===== src/rtl/uart_rx_fifo.sv =====
// uart_rx_fifo: UART receiver with runtime frame format (5..DATA_WIDTH data
// bits, optional even/odd parity, 1 or 2 stop bits), false-start and break
// detection, and a first-word-fall-through FIFO of tagged frames with a sticky
// overrun flag.
// Optional feature macro: UART_RX_MAJORITY_EN (3-sample majority vote per bit
// when the latched divider is at least 4).
// Debug: state_o exposes the receiver FSM state
// (0 IDLE, 1 START, 2 DATA, 3 PARITY, 4 STOP, 5 BRK_WAIT).
// Handshake: valid_o is high while the FIFO holds a frame; the head fields are
// meaningful only then. A pop happens on a clock edge where read_i and valid_o
// are both high; read_i while valid_o is low has no effect.
module uart_rx_fifo #(
  parameter int CLOCK_DIVIDER_WIDTH = 16,
  parameter int DATA_WIDTH          = 9,
  parameter int FIFO_DEPTH_LOG2     = 2
) (
  input  logic                           clock_i,
  input  logic                           reset_i,
  input  logic                           serial_i,
  input  logic [CLOCK_DIVIDER_WIDTH-1:0] clock_divider_i,
  input  logic [3:0]                     data_bits_i,
  input  logic                           parity_bit_i,
  input  logic                           parity_even_i,
  input  logic                           two_stop_bits_i,
  input  logic                           read_i,
  input  logic                           clear_errors_i,
  output logic [DATA_WIDTH-1:0]          data_o,
  output logic                           valid_o,
  output logic                           parity_error_o,
  output logic                           framing_error_o,
  output logic                           break_o,
  output logic                           overrun_o,
  output logic [FIFO_DEPTH_LOG2:0]       fifo_count_o,
  output logic [2:0]                     state_o
);

  localparam int CDW   = CLOCK_DIVIDER_WIDTH;
  localparam int FW    = DATA_WIDTH + 3;
  localparam int DEPTH = 2 ** FIFO_DEPTH_LOG2;
  localparam logic [3:0]               MAX_BITS = 4'(DATA_WIDTH);
  localparam logic [CDW-1:0]           T_ONE    = CDW'(1);
  localparam logic [CDW-1:0]           T_TWO    = CDW'(2);
  localparam logic [FIFO_DEPTH_LOG2:0] CNT_ONE  = (FIFO_DEPTH_LOG2 + 1)'(1);
  localparam logic [FIFO_DEPTH_LOG2:0] CNT_FULL = (FIFO_DEPTH_LOG2 + 1)'(DEPTH);
  localparam logic [FIFO_DEPTH_LOG2-1:0] PTR_ONE = FIFO_DEPTH_LOG2'(1);

  typedef enum logic [2:0] {
    S_IDLE     = 3'd0,
    S_START    = 3'd1,
    S_DATA     = 3'd2,
    S_PARITY   = 3'd3,
    S_STOP     = 3'd4,
    S_BRK_WAIT = 3'd5
  } state_t;

  state_t                    state;
  logic                      rx_meta, rxs;
  logic [CDW-1:0]            timer, div_q, half;
  logic [3:0]                nbits_q, nbits_in, bit_cnt;
  logic                      par_en_q, par_even_q, two_stop_q, stop_cnt;
  logic [DATA_WIDTH-1:0]     data_q;
  logic                      par_acc, all_zero, perr_q, ferr_q, brk_q;
  logic                      start_accept, in_frame, sample_tick, sample_val;
  logic                      push, push_brk, push_ferr, push_ok, pop, full;
  logic [FW-1:0]             push_word, head;
  logic [FW-1:0]             mem [DEPTH];
  logic [FIFO_DEPTH_LOG2-1:0] wr_ptr, rd_ptr;
  logic [FIFO_DEPTH_LOG2:0]  count;

  // Two-flop synchroniser for the asynchronous RX line, idle high.
  always_ff @(posedge clock_i) begin
    if (reset_i) begin
      rx_meta <= 1'b1;
      rxs     <= 1'b1;
    end else begin
      rx_meta <= serial_i;
      rxs     <= rx_meta;
    end
  end

  // Clamp the requested data-bit count into 5..DATA_WIDTH.
  always_comb begin
    nbits_in = data_bits_i;
    if (data_bits_i < 4'd5)          nbits_in = 4'd5;
    else if (data_bits_i > MAX_BITS) nbits_in = MAX_BITS;
  end

  assign half         = div_q >> 1;
  assign start_accept = (state == S_IDLE) && !rxs && (clock_divider_i >= T_TWO);
  assign in_frame     = (state == S_START) || (state == S_DATA) ||
                        (state == S_PARITY) || (state == S_STOP);

`ifdef UART_RX_MAJORITY_EN
  logic maj_en_q, s_early, s_mid;

  // Capture the two early votes and remember whether voting is allowed.
  always_ff @(posedge clock_i) begin
    if (reset_i) begin
      maj_en_q <= 1'b0;
      s_early  <= 1'b1;
      s_mid    <= 1'b1;
    end else begin
      if (start_accept) maj_en_q <= (clock_divider_i >= CDW'(4));
      if (timer == half + T_ONE) s_early <= rxs;
      if (timer == half)         s_mid   <= rxs;
    end
  end

  // Decide on the third vote when voting, otherwise on the single mid sample.
  always_comb begin
    if (maj_en_q) begin
      sample_tick = in_frame && (timer == half - T_ONE);
      sample_val  = (s_early & s_mid) | (s_early & rxs) | (s_mid & rxs);
    end else begin
      sample_tick = in_frame && (timer == half);
      sample_val  = rxs;
    end
  end
`else
  // Single sample at the bit centre.
  always_comb begin
    sample_tick = in_frame && (timer == half);
    sample_val  = rxs;
  end
`endif

  // Commit happens on the final stop-bit sample; break is judged on stop 1.
  always_comb begin
    push      = (state == S_STOP) && sample_tick && (!two_stop_q || stop_cnt);
    push_brk  = stop_cnt ? brk_q : (all_zero && !sample_val);
    push_ferr = ferr_q | ~sample_val;
    push_word = {push_brk, push_ferr, perr_q, push_brk ? '0 : data_q};
  end

  // Receiver FSM: bit timer, frame configuration latch and field assembly.
  always_ff @(posedge clock_i) begin
    if (reset_i) begin
      state      <= S_IDLE;
      timer      <= '0;
      div_q      <= '0;
      nbits_q    <= 4'd5;
      par_en_q   <= 1'b0;
      par_even_q <= 1'b0;
      two_stop_q <= 1'b0;
      bit_cnt    <= '0;
      stop_cnt   <= 1'b0;
      data_q     <= '0;
      par_acc    <= 1'b0;
      all_zero   <= 1'b1;
      perr_q     <= 1'b0;
      ferr_q     <= 1'b0;
      brk_q      <= 1'b0;
    end else begin
      if (in_frame) timer <= (timer == '0) ? div_q - T_ONE : timer - T_ONE;
      unique case (state)
        S_IDLE: begin
          if (start_accept) begin
            state      <= S_START;
            timer      <= clock_divider_i - T_ONE;
            div_q      <= clock_divider_i;
            nbits_q    <= nbits_in;
            par_en_q   <= parity_bit_i;
            par_even_q <= parity_even_i;
            two_stop_q <= two_stop_bits_i;
            bit_cnt    <= '0;
            stop_cnt   <= 1'b0;
            data_q     <= '0;
            par_acc    <= 1'b0;
            all_zero   <= 1'b1;
            perr_q     <= 1'b0;
            ferr_q     <= 1'b0;
            brk_q      <= 1'b0;
          end
        end
        S_START: begin
          if (sample_tick) state <= sample_val ? S_IDLE : S_DATA;
        end
        S_DATA: begin
          if (sample_tick) begin
            data_q   <= data_q | (DATA_WIDTH'(sample_val) << bit_cnt);
            par_acc  <= par_acc ^ sample_val;
            all_zero <= all_zero & ~sample_val;
            bit_cnt  <= bit_cnt + 4'd1;
            if (bit_cnt == nbits_q - 4'd1) state <= par_en_q ? S_PARITY : S_STOP;
          end
        end
        S_PARITY: begin
          if (sample_tick) begin
            perr_q   <= par_acc ^ sample_val ^ ~par_even_q;
            all_zero <= all_zero & ~sample_val;
            state    <= S_STOP;
          end
        end
        S_STOP: begin
          if (sample_tick) begin
            ferr_q <= push_ferr;
            if (!stop_cnt) brk_q <= all_zero & ~sample_val;
            if (push) state <= push_brk ? S_BRK_WAIT : S_IDLE;
            else      stop_cnt <= 1'b1;
          end
        end
        S_BRK_WAIT: begin
          if (rxs) state <= S_IDLE;
        end
        default: state <= S_IDLE;
      endcase
    end
  end

  assign full    = (count == CNT_FULL);
  assign pop     = read_i && (count != '0);
  assign push_ok = push && (!full || pop);

  // FIFO storage; contents are only observed through valid entries.
  always_ff @(posedge clock_i) begin
    if (push_ok) mem[wr_ptr] <= push_word;
  end

  // FIFO pointers, occupancy and sticky overrun (set beats clear).
  always_ff @(posedge clock_i) begin
    if (reset_i) begin
      wr_ptr    <= '0;
      rd_ptr    <= '0;
      count     <= '0;
      overrun_o <= 1'b0;
    end else begin
      if (push_ok) wr_ptr <= wr_ptr + PTR_ONE;
      if (pop)     rd_ptr <= rd_ptr + PTR_ONE;
      if (push_ok && !pop)      count <= count + CNT_ONE;
      else if (!push_ok && pop) count <= count - CNT_ONE;
      if (push && full && !pop) overrun_o <= 1'b1;
      else if (clear_errors_i)  overrun_o <= 1'b0;
    end
  end

  assign head            = mem[rd_ptr];
  assign valid_o         = (count != '0);
  assign data_o          = valid_o ? head[DATA_WIDTH-1:0] : '0;
  assign parity_error_o  = valid_o & head[DATA_WIDTH];
  assign framing_error_o = valid_o & head[DATA_WIDTH+1];
  assign break_o         = valid_o & head[DATA_WIDTH+2];
  assign fifo_count_o    = count;
  assign state_o         = state;

endmodule


===== config.mk =====
export PLATFORM = sky130hd
export DESIGN_NAME = uart_rx_fifo
export DESIGN_NICKNAME = d
export VERILOG_FILES = /design/src/rtl/uart_rx_fifo.sv
export SDC_FILE = /design/constraint.sdc
export NUM_CORES = 1
export LEC_CHECK = 0
export CAP_MARGIN = 20
export CORE_MARGIN = 10
export CORE_UTILIZATION = 48
export DETAILED_ROUTE_END_ITERATION = 10
export DONT_BUFFER_PORTS = 1
export PLACE_DENSITY = 0.6
export SLEW_MARGIN = 0
export SYNTH_ARGS = -nofsm -noshare
export SYNTH_HDL_FRONTEND = slang
export SYNTH_SLANG_ARGS = --single-unit

===== constraint.sdc =====
create_clock -name clock_i -period 5.6 [get_ports clock_i]
set_input_delay 1.68 -clock clock_i [delete_from_list [all_inputs] [get_ports clock_i]]
set_output_delay 1.68 -clock clock_i [all_outputs]
set_load 0.05 [all_outputs]

==> summary.md, run 1 <==
| Metric | Value |
|---|---|
| 1st-pass router iterations | 5 |
| Htree depth | 4 |
| XOR/XNOR Fraction of Synth Area | 6.87% |
| Worst clock skew | a little over 0.01 ns |
| First-pass GRT wire length | roughly 24 mm |
| Syn avg cell area | around 10 um2 |
| GP Congestion | 0.880 |
| Worst setup SP type | flip-flop |
| Final setup viols | 0 |
| Final Hold Viols | 0 |
| Gate Count Post-Synth | 633 |
| Total routed wirelength | 14.8 mm |
| Pre-CTS setup slack | 1.45 ns |
| Status | finished clean |
| CTS resizes | 0 |
| Critical Path RT | 3.92 ns |
| Max Cap Violations | 0 |
| Main combinational cell family by area after synthesis | simple AND/OR/NAND/NOR gates |
| CTS tree | yes |
| PortBufs | 0 |
| Fillers | roughly 1200 |
| Placeable Area | ~13000 um2 |
| Reg2reg setup slack | 1.67 ns |
| Top-level I/O count | 48 |
| Final cell count without fillers | 803 |
| Initial core utilization | about 50% |
| Layout cells sized above 1 | approximately a tenth |
| WL per Instance | ~18 um |
| Seq cells post-synth | 121 |
| Synth Area in Compound Gates | between 10 and 15% |
| Hold crit path type | reg -> reg |
| Cell leakage power | 2.48 nW |
| Number of post-CTS setup repair buffers | 0 |
| Worst reg2reg path depth | 11 |
| Post-synth EDFFs | 48 |
| Worst-path cell chain | or3_1, and2_1 |
| Sw Ratio | 35.0% |
| Worst-case clock buffer depth | 2 |
| Worst Path Max Fanout | 15 |
| Max rail drop VDD | 0.201 mV |
| DR vias | around 4700 |
| Net count after synthesis | between 600 and 700 |
| ANT nets after route | 0 |
| Drc violations | 0 |
| Yosys top cell by area | dfxtp_1 |
| Multiplexer share of the synthesized area | 5.13% |
| Critical path arrival | 2.51 ns |
| DRT iter0 DRCs | 340 |
| Final instance area | 6910 um2 |
| Total global-route track usage | 16.9% |
| Dpl cells | 770 |
| Slew headroom | 37.5% |
| Setup TNS | 0 ns |
| Worst hold slack | 0.408 ns |
| N_diodes | 0 |
| Die area | about 18000 um2 |
| Total CTS buffers | 17 |
| Clk sinks | between 100 and 150 |
| Die X | 134 um |
| Initial antenna violation count | 0 |
| Post-synth top area share | 23.4% |
| Worst r2r src | timer[3] |
| Vias in the first global route | 4391 |
| Main flop type after synthesis | dfxtp_1 |
| Fin util | 54.6% |
| Gate power share | 27.3% |
| Hold path cells | 1 |
| FP Rows | just over 40 |
| Critical path type | reg -> out |
| Synth async-reset ratio | 0% |
| Cts hold-fix bufs | 0 |
| CP Capture Type | output port |
| Pins Over Slew Limit | 0 |
| Period minus WS final | 4.19 ns |
| Ratio of final minimum period to clock period | approximately 75% |
| CTS Root Cell | clkbuf_16 |
| Power density over cell area | 435 nW/um2 |
| Multi-input gate area in the final layout | 3090 um2 |
| Share of power burned in registers | between 30% and 40% |
| Clock power frac | a little over a third |
| Top cells by area, synth | dfxtp_1 (23%), edfxtp_1 (23%), mux4_2 (4.3%) |
| Syn. warnings | 0 |
| Overflow after GRT | 0 |
| Crit-path leading delay family | simple AND/OR/NAND/NOR gates |
| P_sw | 1.05 mW |
| Min-delay src | rx_meta |
| Synth Area in Simple Gates | 20.4% |
| Setup slack after layout | approximately 1.4 ns |
| Placement Cell Area | between 6000 and 7000 um2 |
| Tightest Pin Transition | between 0.9 and 1 ns |
| Worst Hold Path EP | rxs |
| Critical-path top delay cell | or3_1 |
| Register area share after synthesis | roughly 46% |
| Worst reg2reg endpoint | timer[12] |
| Mapped cell area | 6250 um2 |
| Chip height | 134 um |
| Maximum number of pins on one net before global-route repair | 66 |
| Register area | approximately 2900 um2 |
| Clock Latency Late Sink | roughly 0.42 ns |
| Worst-path clk slew | 0.05 ns |
| Fmax | about 0.24 GHz |
| Post-DP HPWL | 10.2 mm |
| Final #Nets | 657 |
| Layout area overhead | 10.7% |
| Max incr delay on CP | 0.77 ns |
| Synth Area in Adders | 2.32% |
| Crit path buf inv count | 0 |
| Unrepaired setup endpoints after global routing | false |
| Internal power | a little under 2 mW |
| Netlist cell types | 75 |
| Post-DR vias/cell | a little under 6 |
| Overall power | 3.01 mW |
## cell families after synthesis
group / Yosys count
and+or+nand+nor: 246
adders and majority gates: 11
xor gates and xnor gates: 49
AOI/OAI and AO/OA: 135
DFF: 121
buffers and inverters: 54
muxes: 17
## cell type report
| type | instances | share of cell area [%] |
|---|---|---|
| multi-input combinational | 458 | 44.7 |
| tap | 172 | 3.11 |
| clock inverter | 10 | 1.70 |
| sequential | 121 | 42.0 |
| inverter | 16 | 0.869 |
| clock buffer | 22 | 6.86 |
| timing repair buffer | 4 | 0.724 |
## registers in the layout, summed over array words and instances (netlist names), 2 cells and up, named ones only
name and cells:
wr_ptr 2, mem 48, nbits_q 4, state_o 3
fifo_count_o 3, timer 16, div_q 16, rd_ptr 2
data_q 9, bit_cnt 4
## per-layer routing
layer  up-vias  share of wire (%)  track usage (%)
li1       2292                  -                -
met1      2255                 49             23.9
met2       162                 42             23.4
met3        20                7.9             5.56
met4         0                1.8             6.17
met5         -                  0                0
## worst register-to-register path, stage by stage (launching register included)
cell	delay [ns]
dfxtp_1	0.40
nor4_1	0.67
nor4bb_4	0.85
and2_4	0.41
a21oi_1	0.13
ha_1	0.21
or2b_2	0.20
or3_1	0.15
a41oi_1	0.09
and2_2	0.28
a211oi_1	0.29
a2111oi_2	0.09
## how the worst max path moves through the flow
stage                        from   endpoint  slack [ns]  depth (start not counted)
3_3_place_gp   clock_divider_i[0]   timer[6]        1.46                          9
3_5_place_dp   clock_divider_i[0]   timer[7]        1.45                          9
4_1_cts           fifo_count_o[0]  data_o[6]        1.38                          2
6_report          fifo_count_o[0]  data_o[6]        1.41                          2
5_1_grt           fifo_count_o[0]  data_o[0]        1.28                          2
2_1_floorplan     fifo_count_o[0]  data_o[0]        1.85                          3
## power groups by stage
| stage | logic, mW | clock network [mW] | registers, mW |
|---|---|---|---|
| after floorplan | 0.720 | 0 | 1.08 |
| after global placement | 0.806 | 0 | 1.12 |
| after detailed placement | 0.813 | 0 | 1.12 |
| after CTS | 0.817 | 1.10 | 1.10 |
| after global routing | 0.898 | 1.14 | 1.12 |
| final | 0.822 | 1.08 | 1.11 |
## synth_stat cells, drive strengths merged (4+ instances only)
cell type,count
nor3,24
a211oi,8
nor4,19
edfxtp,48
buf,12
ha,10
xnor2,19
a21oi,45
mux2i,5
or4,4
o211ai,6
a31oi,19
o22ai,4
nor2,49
xor2,30
mux4,12
or2,4
nand3,13
or3,6
a21boi,5
nand2b,10
dfxtp,73
nand2,68
clkbuf,26
a2111oi,4
inv,16
and2,29
o21ai,14
## cells in the final DEF (no fill, tap or decap), types with 5 or more instances in the layout
cell type,synthesis,layout
a211oi_1,8,8
a21oi_1,45,45
a31oi_1,19,19
and2_1,27,27
clkbuf_16,0,17
dfxtp_1,73,73
edfxtp_1,48,48
ha_1,10,10
inv_1,16,16
mux2i_1,5,5
mux4_2,12,12
nand2_1,68,68
nand2b_1,10,10
nand3_1,13,13
nor2_1,48,48
nor3_1,24,24
nor4_1,18,18
o211ai_1,6,6
o21ai_0,12,12
xnor2_1,19,19
xor2_1,30,30
Power figures use the tool's default switching activity.
==> run 2: changes to the inputs <==
--- a/config.mk
+++ b/config.mk
@@ -10,7 +10,7 @@
 export CORE_UTILIZATION = 48
 export DETAILED_ROUTE_END_ITERATION = 10
 export DONT_BUFFER_PORTS = 1
-export PLACE_DENSITY = 0.6
+export PLACE_DENSITY = 0.62
 export SLEW_MARGIN = 0
 export SYNTH_ARGS = -nofsm -noshare
 export SYNTH_HDL_FRONTEND = slang
==> constraint.sdc (replaced) <==
create_clock -name clock_i -period 3.8 [get_ports clock_i]
set_input_delay 1.14 -clock clock_i [delete_from_list [all_inputs] [get_ports clock_i]]
set_output_delay 1.14 -clock clock_i [all_outputs]
set_load 0.05 [all_outputs]
==> run 2 against run 1 <==
Effect of this change: register-to-register slack worse by 1.2 ns; critical path depth stayed put; combinational power is 59% higher; power up 48%; wire length down 0.97%; setup slack worse by 1.2 ns; final cell count increased by 2.0%; clock power grew 47%; die area unchanged; global-route usage shrank 0.15 points; worst hold slack improved by 0.0052 ns; clock skew fell by 0.0031 ns.
==> summary.md, run 2 (synthesis results as in run 1) <==
| Metric | Value |
|---|---|
| Status | finished clean |
| Die X | 134 um (unchanged) |
| GP Congestion | 0.847 (-3.8%) |
| ANT nets after route | 0 (unchanged) |
| Ratio of final minimum period to clock period | 93.9% |
| Post-DR vias/cell | 5.83 (-1.1%) |
| Power density over cell area | 637 nW/um2 (+46%) |
| Cell leakage power | 2.55 nW (+3.0%) |
| CTS tree | yes |
| Top-level I/O count | 48 (unchanged) |
| Post-DP HPWL | 10.2 mm (-0.29%) |
| WL per Instance | 17.9 um (-2.9%) |
| Htree depth | 4 (unchanged) |
| Die area | 18000 um2 (unchanged) |
| Hold crit path type | reg -> reg |
| Unrepaired setup endpoints after global routing | false |
| Max FFs per register | 48 (unchanged) |
| Most frequent cells in the layout | dfxtp_1 (73), nand2_1 (68), nor2_1 (48), edfxtp_1 (48), a21oi_1 (45) |
| Layout cells sized above 1 | 12.7% (+2.4 points) |
| PortBufs | 0 (unchanged) |
| Critical Path RT | 2.66 ns (-1.26 ns) |
| Placement Cell Area | 6410 um2 (+1.9%) |
| DRT iter0 DRCs | 413 (+21%) |
| Overall power | 4.46 mW (+48%) |
| N_diodes | 0 (unchanged) |
| Cts hold-fix bufs | 0 (unchanged) |
| 1st-pass router iterations | 6 (+1) |
| Critical path type | reg -> out |
| CTS Root Cell | clkbuf_16 |
| Worst-path cell chain | or3_1, and2_1 |
| Worst-case clock buffer depth | 2 (unchanged) |
| Clock Latency Late Sink | 0.42 ns (about the same) |
| Slew headroom | 28.8% (-8.7 points) |
| CP Capture Type | output port |
| Overflow after GRT | 0 (unchanged) |
| FP Rows | 41 (unchanged) |
| Max rail drop VDD | 0.280 mV (+40%) |
| Number of post-CTS setup repair buffers | 0 (unchanged) |
| Top flop regs | mem (48), div_q (16), timer (16) |
| Initial core utilization | 49.3% (unchanged) |
| Worst clock skew | 0.00716 ns (-0.00309 ns) |
| Total global-route track usage | 16.7% (-0.15 points) |
| Critical path arrival | 2.43 ns (-0.08 ns) |
| Layout area overhead | 12.1% |
| Tightest Pin Transition | 1.06 ns (+0.129 ns) |
| Vias in the first global route | 4623 (+5.3%) |
| Placeable Area | 12700 um2 (unchanged) |
| Pins Over Slew Limit | 0 (unchanged) |
| DR vias | 4772 (+0.91%) |
| Worst-path clk slew | 0.06 ns (about the same) |
| Chip height | 134 um (unchanged) |
| Fin util | 55.3% (+0.70 points) |
| Final setup viols | 0 (unchanged) |
| Total CTS buffers | 17 (unchanged) |
| Drc violations | 0 (unchanged) |
| Final instance area | 7000 um2 (+1.3%) |
| Final Hold Viols | 0 (unchanged) |
| Final #Nets | 673 (+2.4%) |
| Clk sinks | 121 (unchanged) |
| Initial antenna violation count | 0 (unchanged) |
| CTS resizes | 0 (unchanged) |
| Total routed wirelength | 14.7 mm (-0.97%) |
| Fmax | around 0.28 GHz |
| Biggest register | mem |
| GR met3 Demand/Resource | 6.35% (+0.78 points) |
| First-pass GRT wire length | 24.1 mm (+0.12%) |
| Max Cap Violations | 0 (unchanged) |
| Period minus WS final | 3.57 ns |
| Grt met2 use | 24.5% (+1.1 points) |
| Setup TNS | 0 ns (unchanged) |
| Critical-path top delay cell | or3_1 |
| Worst setup SP type | flip-flop |
| Worst Path Max Fanout | 15 (unchanged) |
| GR peak layer | met2 |
| Met1 Use GR | 22.2% (-1.6 points) |
| Most common cell after layout, fill and taps aside | dfxtp_1 |
| Max incr delay on CP | 0.75 ns (-0.02 ns) |
| Maximum number of pins on one net before global-route repair | 66 (unchanged) |
## run 2: power breakdown
part	internal (mW)	total (mW)	switching [mW]
clock network	0.987	1.59	0.600
logic	0.460	1.31	0.853
registers	1.42	1.56	0.137
## run 2: per-stage QoR
stage | hold slack, ns | cells | worst slack (ns)
2_1_floorplan | 0.389 | 633 | 0.593
3_3_place_gp | 0.396 | 787 | 0.672
3_5_place_dp | 0.406 | 787 | 0.583
4_1_cts | 0.419 | 819 | 0.167
5_1_grt | 0.426 | 819 | 0.118
6_report | 0.414 | 819 | 0.232
## run 2: critical path: cells and delay by family, from the launching register on
kind,cells,cell delay [ns]
simple gates,2,1.32
flops,1,0.68
## run 2: cell type report
| cell class | instances | area (um2) |
|---|---|---|
| fillers | 1143 | 5670 |
| multi-input cells | 458 | 3080 |
| flip-flops and latches | 121 | 2900 |
| clock buffers | 19 | 443 |
| well taps | 172 | 215 |
| repair buffers | 20 | 150 |
| clock inverters | 13 | 146 |
| inverters | 16 | 60.1 |
## run 2: path summary, 6_finish.rpt
kind              startpoint        end  slack [ns]  depth (start not counted)
max          fifo_count_o[2]  data_o[2]        0.23                          2
min                  rx_meta        rxs        0.41                          1
max reg2reg         timer[3]  timer[14]        0.48                         11
min reg2reg          rx_meta        rxs        0.41                          1
## run 2: routing by layer
metal | vias up | wire length, um
met5 | - | 0
met2 | 169 | 6400
met4 | 0 | 145
met1 | 2273 | 6740
li1 | 2319 | -
met3 | 11 | 1410
